$ cat config.mk
export PLATFORM = sky130hd
export DESIGN_NAME = apb_cmd_requester
export DESIGN_NICKNAME = d
export VERILOG_FILES = /design/src/rtl/apb_cmd_requester.sv
export SDC_FILE = /design/constraint.sdc
export NUM_CORES = 1
export LEC_CHECK = 0
export ABC_AREA = 1
export CORE_ASPECT_RATIO = 1.2
export CORE_MARGIN = 5
export CORE_UTILIZATION = 47
export DETAILED_ROUTE_END_ITERATION = 6
export HOLD_SLACK_MARGIN = 0.05
export PLACE_DENSITY_LB_ADDON = 0.3
export SETUP_SLACK_MARGIN = 0.2
export SYNTH_ARGS = -nofsm -noshare
export SYNTH_HDL_FRONTEND = slang
export SYNTH_SLANG_ARGS = --single-unit
$ cat constraint.sdc
create_clock -name pclk -period 2.9 [get_ports pclk]
set_input_delay 0.435 -clock pclk [delete_from_list [all_inputs] [get_ports pclk]]
set_output_delay 0.435 -clock pclk [all_outputs]
set_load 0.1 [all_outputs]
$ cat src/rtl/apb_cmd_requester.sv
// Stream-driven APB requester. Each accepted command runs one APB3/APB4
// transfer. The result comes back on a valid/ready response channel. A
// watchdog aborts ACCESS phases that hang, and a saturating counter tracks
// how many responses came back with an error.
module apb_cmd_requester #(
    parameter int unsigned ADDR_WIDTH     = 32,
    parameter int unsigned DATA_WIDTH     = 32,
    parameter int unsigned TIMEOUT_CYCLES = 1024
) (
    input  logic                    pclk,
    input  logic                    rst,
    // Command channel
    input  logic                    cmd_valid,
    output logic                    cmd_ready,
    input  logic                    cmd_write,
    input  logic [ADDR_WIDTH-1:0]   cmd_addr,
    input  logic [DATA_WIDTH-1:0]   cmd_wdata,
    input  logic [DATA_WIDTH/8-1:0] cmd_wstrb,
    // Response channel
    output logic                    resp_valid,
    input  logic                    resp_ready,
    output logic [DATA_WIDTH-1:0]   resp_rdata,
    output logic                    resp_err,
    output logic                    resp_timeout,
    output logic [15:0]             err_count,
    // APB requester
    output logic [ADDR_WIDTH-1:0]   paddr,
    output logic                    psel,
    output logic                    penable,
    output logic                    pwrite,
    output logic [DATA_WIDTH-1:0]   pwdata,
    output logic [DATA_WIDTH/8-1:0] pstrb,
    output logic [2:0]              pprot,
    input  logic                    pready,
    input  logic [DATA_WIDTH-1:0]   prdata,
    input  logic                    pslverr
);

    localparam int unsigned StrbWidth = DATA_WIDTH / 8;
    localparam int unsigned CntWidth  = (TIMEOUT_CYCLES > 1) ? $clog2(TIMEOUT_CYCLES) : 1;
    localparam bit          WdogEn    = (TIMEOUT_CYCLES != 0);
    // Counter value on the last ACCESS cycle allowed before the abort.
    localparam logic [CntWidth-1:0] CntLast =
        CntWidth'((TIMEOUT_CYCLES == 0) ? 0 : TIMEOUT_CYCLES - 1);

    localparam logic [1:0] StIdle   = 2'd0;
    localparam logic [1:0] StSetup  = 2'd1;
    localparam logic [1:0] StAccess = 2'd2;
    localparam logic [1:0] StResp   = 2'd3;

    logic [1:0]            state_q, state_d;
    logic [CntWidth-1:0]   cnt_q, cnt_d;
    logic                  psel_q, psel_d;
    logic                  penable_q, penable_d;
    logic                  pwrite_q, pwrite_d;
    logic [ADDR_WIDTH-1:0] paddr_q, paddr_d;
    logic [DATA_WIDTH-1:0] pwdata_q, pwdata_d;
    logic [StrbWidth-1:0]  pstrb_q, pstrb_d;
    logic                  resp_valid_q, resp_valid_d;
    logic [DATA_WIDTH-1:0] resp_rdata_q, resp_rdata_d;
    logic                  resp_err_q, resp_err_d;
    logic                  resp_timeout_q, resp_timeout_d;
    logic [15:0]           err_count_q, err_count_d;

    assign cmd_ready    = (state_q == StIdle) && !rst;
    assign psel         = psel_q;
    assign penable      = penable_q;
    assign pwrite       = pwrite_q;
    assign paddr        = paddr_q;
    assign pwdata       = pwdata_q;
    assign pstrb        = pstrb_q;
    assign pprot        = 3'b010;
    assign resp_valid   = resp_valid_q;
    assign resp_rdata   = resp_rdata_q;
    assign resp_err     = resp_err_q;
    assign resp_timeout = resp_timeout_q;
    assign err_count    = err_count_q;

    // Next-state logic for the transfer FSM, the APB outputs and the response.
    always_comb begin
        state_d        = state_q;
        cnt_d          = cnt_q;
        psel_d         = psel_q;
        penable_d      = penable_q;
        pwrite_d       = pwrite_q;
        paddr_d        = paddr_q;
        pwdata_d       = pwdata_q;
        pstrb_d        = pstrb_q;
        resp_valid_d   = resp_valid_q;
        resp_rdata_d   = resp_rdata_q;
        resp_err_d     = resp_err_q;
        resp_timeout_d = resp_timeout_q;
        err_count_d    = err_count_q;

        case (state_q)
            StIdle: begin
                if (cmd_valid) begin
                    paddr_d   = cmd_addr;
                    pwrite_d  = cmd_write;
                    // Reads drive no data and no strobes onto the bus.
                    pwdata_d  = cmd_write ? cmd_wdata : '0;
                    pstrb_d   = cmd_write ? cmd_wstrb : '0;
                    psel_d    = 1'b1;
                    penable_d = 1'b0;
                    state_d   = StSetup;
                end
            end
            StSetup: begin
                penable_d = 1'b1;
                cnt_d     = '0;
                state_d   = StAccess;
            end
            StAccess: begin
                // A completion seen on the last allowed cycle still wins over the abort.
                if (pready) begin
                    resp_rdata_d   = pwrite_q ? '0 : prdata;
                    resp_err_d     = pslverr;
                    resp_timeout_d = 1'b0;
                    psel_d         = 1'b0;
                    penable_d      = 1'b0;
                    resp_valid_d   = 1'b1;
                    state_d        = StResp;
                end else if (WdogEn && (cnt_q == CntLast)) begin
                    resp_rdata_d   = '0;
                    resp_err_d     = 1'b1;
                    resp_timeout_d = 1'b1;
                    psel_d         = 1'b0;
                    penable_d      = 1'b0;
                    resp_valid_d   = 1'b1;
                    state_d        = StResp;
                end else begin
                    cnt_d = cnt_q + CntWidth'(1);
                end
            end
            StResp: begin
                if (resp_ready) begin
                    resp_valid_d = 1'b0;
                    state_d      = StIdle;
                    if (resp_err_q && (err_count_q != 16'hffff)) begin
                        err_count_d = err_count_q + 16'd1;
                    end
                end
            end
            default: state_d = StIdle;
        endcase
    end

    // State registers. Reset releases the bus and drops any pending response.
    always_ff @(posedge pclk) begin
        if (rst) begin
            state_q        <= StIdle;
            cnt_q          <= '0;
            psel_q         <= 1'b0;
            penable_q      <= 1'b0;
            pwrite_q       <= 1'b0;
            paddr_q        <= '0;
            pwdata_q       <= '0;
            pstrb_q        <= '0;
            resp_valid_q   <= 1'b0;
            resp_rdata_q   <= '0;
            resp_err_q     <= 1'b0;
            resp_timeout_q <= 1'b0;
            err_count_q    <= '0;
        end else begin
            state_q        <= state_d;
            cnt_q          <= cnt_d;
            psel_q         <= psel_d;
            penable_q      <= penable_d;
            pwrite_q       <= pwrite_d;
            paddr_q        <= paddr_d;
            pwdata_q       <= pwdata_d;
            pstrb_q        <= pstrb_d;
            resp_valid_q   <= resp_valid_d;
            resp_rdata_q   <= resp_rdata_d;
            resp_err_q     <= resp_err_d;
            resp_timeout_q <= resp_timeout_d;
            err_count_q    <= err_count_d;
        end
    end

endmodule

==> results of run 1 <==
[Yosys cell counts (7+ instances only)]
cell      count
nor2_1      195
nand2_1     154
dfxtp_1     134
inv_1        66
o21ai_0      62
a21oi_1      59
nand3_1      31
clkbuf_1     22
nand3_2      11
buf_2         8
buf_6         7
ha_1          7
[metal layers]
layer	track usage	wire length (um)	vias up
li1	-	-	2950
met1	0.2659	6788	2609
met2	0.3623	7823	219
met3	0.09154	1595	34
met4	0.09035	473	0
met5	0	0	-
[state kept, by name, summed over array words and instances (netlist names), 2 cells and up]
| signal | count |
|---|---|
| resp_rdata | 32 |
| err_count | 16 |
| state_q | 2 |
| pstrb | 4 |
| cnt_q | 10 |
| pwdata | 32 |
| paddr | 32 |
[cell families after synthesis]
logic type	after synthesis
AND/OR/NAND/NOR	412
other	2
AO/OA/AOI/OAI	129
XOR/XNOR	7
adder cells (fa/ha/maj)	7
buffers and inverters	118
flip-flops	134
[area by class of cell]
class / count / area, um^2
diodes: 1 / 2.502
clock buffers: 19 / 432.9
clock inverters: 13 / 148.9
fillers: 981 / 3734
inverters: 74 / 282.8
multi-input cells: 558 / 2540
flip-flops and latches: 134 / 2683
well taps: 161 / 201.4
repair buffers: 236 / 2032
[how the worst max path moves through the flow]
stage | slack [ns] | endpoint | cells after the start | start
CTS | 0.84 | cmd_ready | 5 | state_q[0]$_SDFFE_PP0P_
finish | 0.86 | cmd_ready | 5 | state_q[0]$_SDFFE_PP0P_
global route | 0.73 | err_count[7]$_SDFFE_PP0P_ | 7 | state_q[0]$_SDFFE_PP0P_
global placement | 0.63 | resp_rdata[2]$_SDFFE_PP0P_ | 6 | pready
detailed placement | 0.62 | resp_rdata[13]$_SDFFE_PP0P_ | 6 | pready
floorplan | 0.37 | cmd_ready | 3 | rst
[report_power, final]
part	internal (mW)	switching, mW	leakage, nW	total (mW)
logic	0.784	3.01	2.28	3.79
registers	2.16	0.171	1.09	2.33
clock network	1.28	0.824	0.275	2.10
total	4.22	4.00	3.64	8.22
[critical path: stages, from the launching register on]
cell     delay (ns)
dfxtp_1        0.33
inv_1          0.12
ha_1           0.20
inv_1          0.08
nor2_1         0.14
buf_4          0.32
==> results.toml, run 1 <==
[place]
dp_hpwl_mm = 11.88
gp_congestion = 0.8641
port_buffers = 229
placedCellCount = 1163
placed_cell_area_mm2 = 0.007739
pre_cts_ws_ns = 0.6194

[die]
rows = 44
die_y_um = 131.1
num_io_pins = 233
core_mm2 = 0.01206
die_w_um = 110.9
start_util = 0.4764
dieArea_mm2 = 0.01454

[grt]
gr-total-overflow = 0
grt_pass1_wl_mm = 27.01
antenna_found_initial = 1
grt_pass1_vias = 5331
grt.total_usage = 0.2245
grt_max_degree = 70

[logic_synthesis]
synth_area_mm2 = 0.005744
synth_simple_gate_area_frac = 0.3008
synthMuxAreaShare = 0
synth_cell_type_count = 36
ys_top_cells_by_area = "dfxtp_1 (47%), nor2_1 (13%), nand2_1 (10%), o21ai_0 (5.4%), a21oi_1 (5.1%)"
synth_top_area_frac = 0.4670
ys_seq_area_frac = 0.4670
async_reset_ff_frac = 0
synth_top_family_by_area = "simple AND/OR/NAND/NOR gates"
synth_xor_area_frac = 0.01067
synth-edff-count = 0
syn_inst = 809
synth_compound_area_frac = 0.1130
synthAdderAreaFrac = 0.01525
synthFlopType = "dfxtp_1"
ys_seq_elements = 134
yosys_warnings = 0
yosysTopAreaCell = "dfxtp_1"
syn_area_per_cell_um2 = 7.100

[clock_tree]
clk_latency_ns = 0.41
ctsHoldBuffers = 0
clock-sinks = 134
cts_inserted_buffers = 17
cts_setup_buffers = 0
cts_root_buf = "clkbuf_16"
h-tree-depth = 4
cts_tree = "done"
cts_resized = 0
clock_path_buffers = 2
clk_pin_slew_ns = 0.06

[final_layout]
finalCoreUtilization = 0.6903
nets = 1135
drive_gt1_frac = 0.1876
final_common_cell = "nor2_1"
final_cells = 1196
syn_to_final_growth_pct = 44.89
most-common-layout-cells = "nor2_1 (195), nand2_1 (153), dfxtp_1 (134)"
design_area_mm2 = 0.008323

[power]
power_density_mw_per_mm2 = 987.4
ir_drop_mv = 0.5594
leakagePower_nw = 3.644
power.total_mw = 8.218

[worst_setup_path]
crit_arrival_ns = 1.61
r2r-end = "err_count[7]$_SDFFE_PP0P_"
worstSetupStartpointType = "register"
worstPathRequired_ns = 2.47
timing.rr.start = "state_q[0]$_SDFFE_PP0P_"
worst-setup-path-type = "register to output pin"
reg2reg_slack_ns = 0.98
end_kind = "output pin"
worst-r2r-cell-count = 7
crit_path_max_fanout = 4

[timing]
finClkSkew_ns = 0.009419
fin_crit_ns = 2.040
max_freq_ghz = 0.4901
max_slew_margin = 0.2713
worst_slack_ns = 0.8596
rsz0062_at_grt = "false"
period_share = 0.7036
hold_slack_ns = 0.4504
worst_pin_slew_ns = 1.093
slew_violations = 0
setup_viol_count_final = 0
hold_violations = 0
finalSetupTns_ns = 0

[routing]
via_per_inst = 4.860
vias = 5812
drt-total-wl_mm = 16.68
ant_nets = 0
drt_iter0_markers = 331
first_pass_iters = 5
drcViolationCount = 0
wl_per_cell_um = 13.95

[worst_hold_path]
min_to = "resp_valid$_SDFFE_PP0P_"
hold_class = "register to register"
worstHoldPathCells = 2
hold_start = "resp_valid$_SDFFE_PP0P_"

[outcome]
status = "complete, no violations"

[job]
maxCapViolCount = 0
No activity file was read; power rests on OpenSTA's default activity.
==> inputs of run 2 (changes only) <==
CORE_UTILIZATION = 43   (was 47)
clock period = 2.11 ns   (was 2.9 ns; I/O delays follow)
==> run 2 against run 1 <==
Via count fell by 1.7%. Global-route usage fell by 1.5 points. Critical path depth unchanged. Non-clock buffer count up 2. Sequential cell count unchanged. Final cell count increased by 0.67%. Critical path type unchanged. Sequential share of layout area shrank 0.20 points. Highest routed layer unchanged. Die area grew 8.5%. Setup slack worse by 0.56 ns.
==> results.toml, run 2 (synthesis gave the netlist of run 1 again) <==
[clock_tree]
cts_setup_buffers = 0
h-tree-depth = 4
cts_tree = "done"
clock_path_buffers = 2
cts_resized = 0
ctsHoldBuffers = 0
cts_root_buf = "clkbuf_16"
clk_pin_slew_ns = 0.05
cts_inserted_buffers = 17
clk_latency_ns = 0.42
clock-sinks = 134

[worst_hold_path]
hold_start = "rst"
min_to = "resp_err$_SDFFE_PP0P_"
hold_class = "primary input to register"
worstHoldPathCells = 2

[routing]
ant_nets = 0
via_per_inst = 4.743
first_pass_iters = 4
drt_iter0_markers = 371
wl_per_cell_um = 13.97
vias = 5711
drt-total-wl_mm = 16.82
drcViolationCount = 0

[place]
dp_hpwl_mm = 11.87
placed_cell_area_mm2 = 0.007830
gp_congestion = 0.8477
port_buffers = 229
pre_cts_ws_ns = 0.3349
placedCellCount = 1172

[timing]
hold_slack_ns = 0.3805
max_slew_margin = 0.6253
finalSetupTns_ns = 0
period_share = 0.8588
setup_viol_count_final = 0
max_freq_ghz = 0.5518
worst_pin_slew_ns = 0.5621
slew_violations = 0
fin_crit_ns = 1.812
worst_slack_ns = 0.2979
finClkSkew_ns = 0.005813
hold_violations = 0
rsz0062_at_grt = "true"

[grt]
grt_max_degree = 78
grt_pass1_wl_mm = 26.07
grt_pass1_vias = 5315
antenna_found_initial = 0
grt.total_usage = 0.2095
gr-total-overflow = 0

[final_layout]
final_common_cell = "nor2_1"
syn_to_final_growth_pct = 46.59
most-common-layout-cells = "nor2_1 (194), nand2_1 (153), buf_4 (128)"
finalCoreUtilization = 0.6389
nets = 1137
diodes = 0
final_cells = 1204
design_area_mm2 = 0.008421
drive_gt1_frac = 0.2008

[worst_setup_path]
reg2reg_slack_ns = 0.37
worstPathRequired_ns = 1.79
timing.rr.start = "cnt_q[0]$_SDFFE_PP0P_"
crit_path_max_fanout = 4
end_kind = "output pin"
crit_arrival_ns = 1.50
worstSetupStartpointType = "register"
r2r-end = "resp_err$_SDFFE_PP0P_"
worst-r2r-cell-count = 9
worst-setup-path-type = "register to output pin"

[power]
leakagePower_nw = 3.696
power_density_mw_per_mm2 = 1356
ir_drop_mv = 1.120
power.total_mw = 11.42

[die]
core_mm2 = 0.01318
rows = 46
dieArea_mm2 = 0.01578
die_w_um = 115.5
start_util = 0.4358
num_io_pins = 233
die_y_um = 136.6

[job]
maxCapViolCount = 0

[outcome]
status = "complete, no violations"
-- run 2: changes by cell type in the layout (fill, tap and decap cells not counted), moves of 2 or more --
| cell | change |
|---|---|
| clkinv_4 | -3 |
| clkinv_2 | +5 |
| dfxtp_2 | +12 |
| dfxtp_1 | -12 |
| buf_4 | -2 |
| buf_12 | +4 |
| clkinvlp_4 | -3 |
| inv_6 | -4 |
| clkbuf_1 | +2 |
-- run 2: power by group --
| part | switching [mW] | internal [mW] |
|---|---|---|
| Sequential | 0.231 | 2.96 |
| Combinational | 4.15 | 1.13 |
| Clock | 1.06 | 1.88 |
| Total | 5.45 | 5.97 |
-- run 2: routing by layer --
| layer | vias up | track usage | routed length [um] |
|---|---|---|---|
| met1 | 2521 | 0.2419 | 6737 |
| met5 | - | 0 | 0 |
| met4 | 0 | 0.09459 | 476 |
| li1 | 2953 | - | - |
| met2 | 206 | 0.3497 | 8007 |
| met3 | 31 | 0.07032 | 1593 |
-- run 2: area by class of cell --
class	count	area, um^2
Clock buffer	22	454.2
Sequential cell	134	2698
Clock inverter	10	128.9
Inverter	74	290.3
Fill cell	1157	4760
Multi-Input combinational cell	558	2542
Timing Repair Buffer	238	2097
Tap cell	168	210.2
-- run 2: worst max-delay path by stage --
stage / startpoint / depth (start not counted) / endpoint
floorplan: err_count[12]$_SDFFE_PP0P_ / 10 / err_count[7]$_SDFFE_PP0P_
global placement: pready / 7 / resp_valid$_SDFFE_PP0P_
detailed placement: pready / 7 / resp_valid$_SDFFE_PP0P_
CTS: state_q[1]$_SDFFE_PP0P_ / 5 / cmd_ready
global route: state_q[1]$_SDFFE_PP0P_ / 5 / cmd_ready
finish: state_q[1]$_SDFFE_PP0P_ / 5 / cmd_ready
-- run 2: worst max-delay path, stage by stage (launching register included) --
cell	delay, ns
dfxtp_1	0.33
inv_1	0.12
ha_1	0.21
inv_1	0.09
nor2_2	0.14
buf_12	0.19
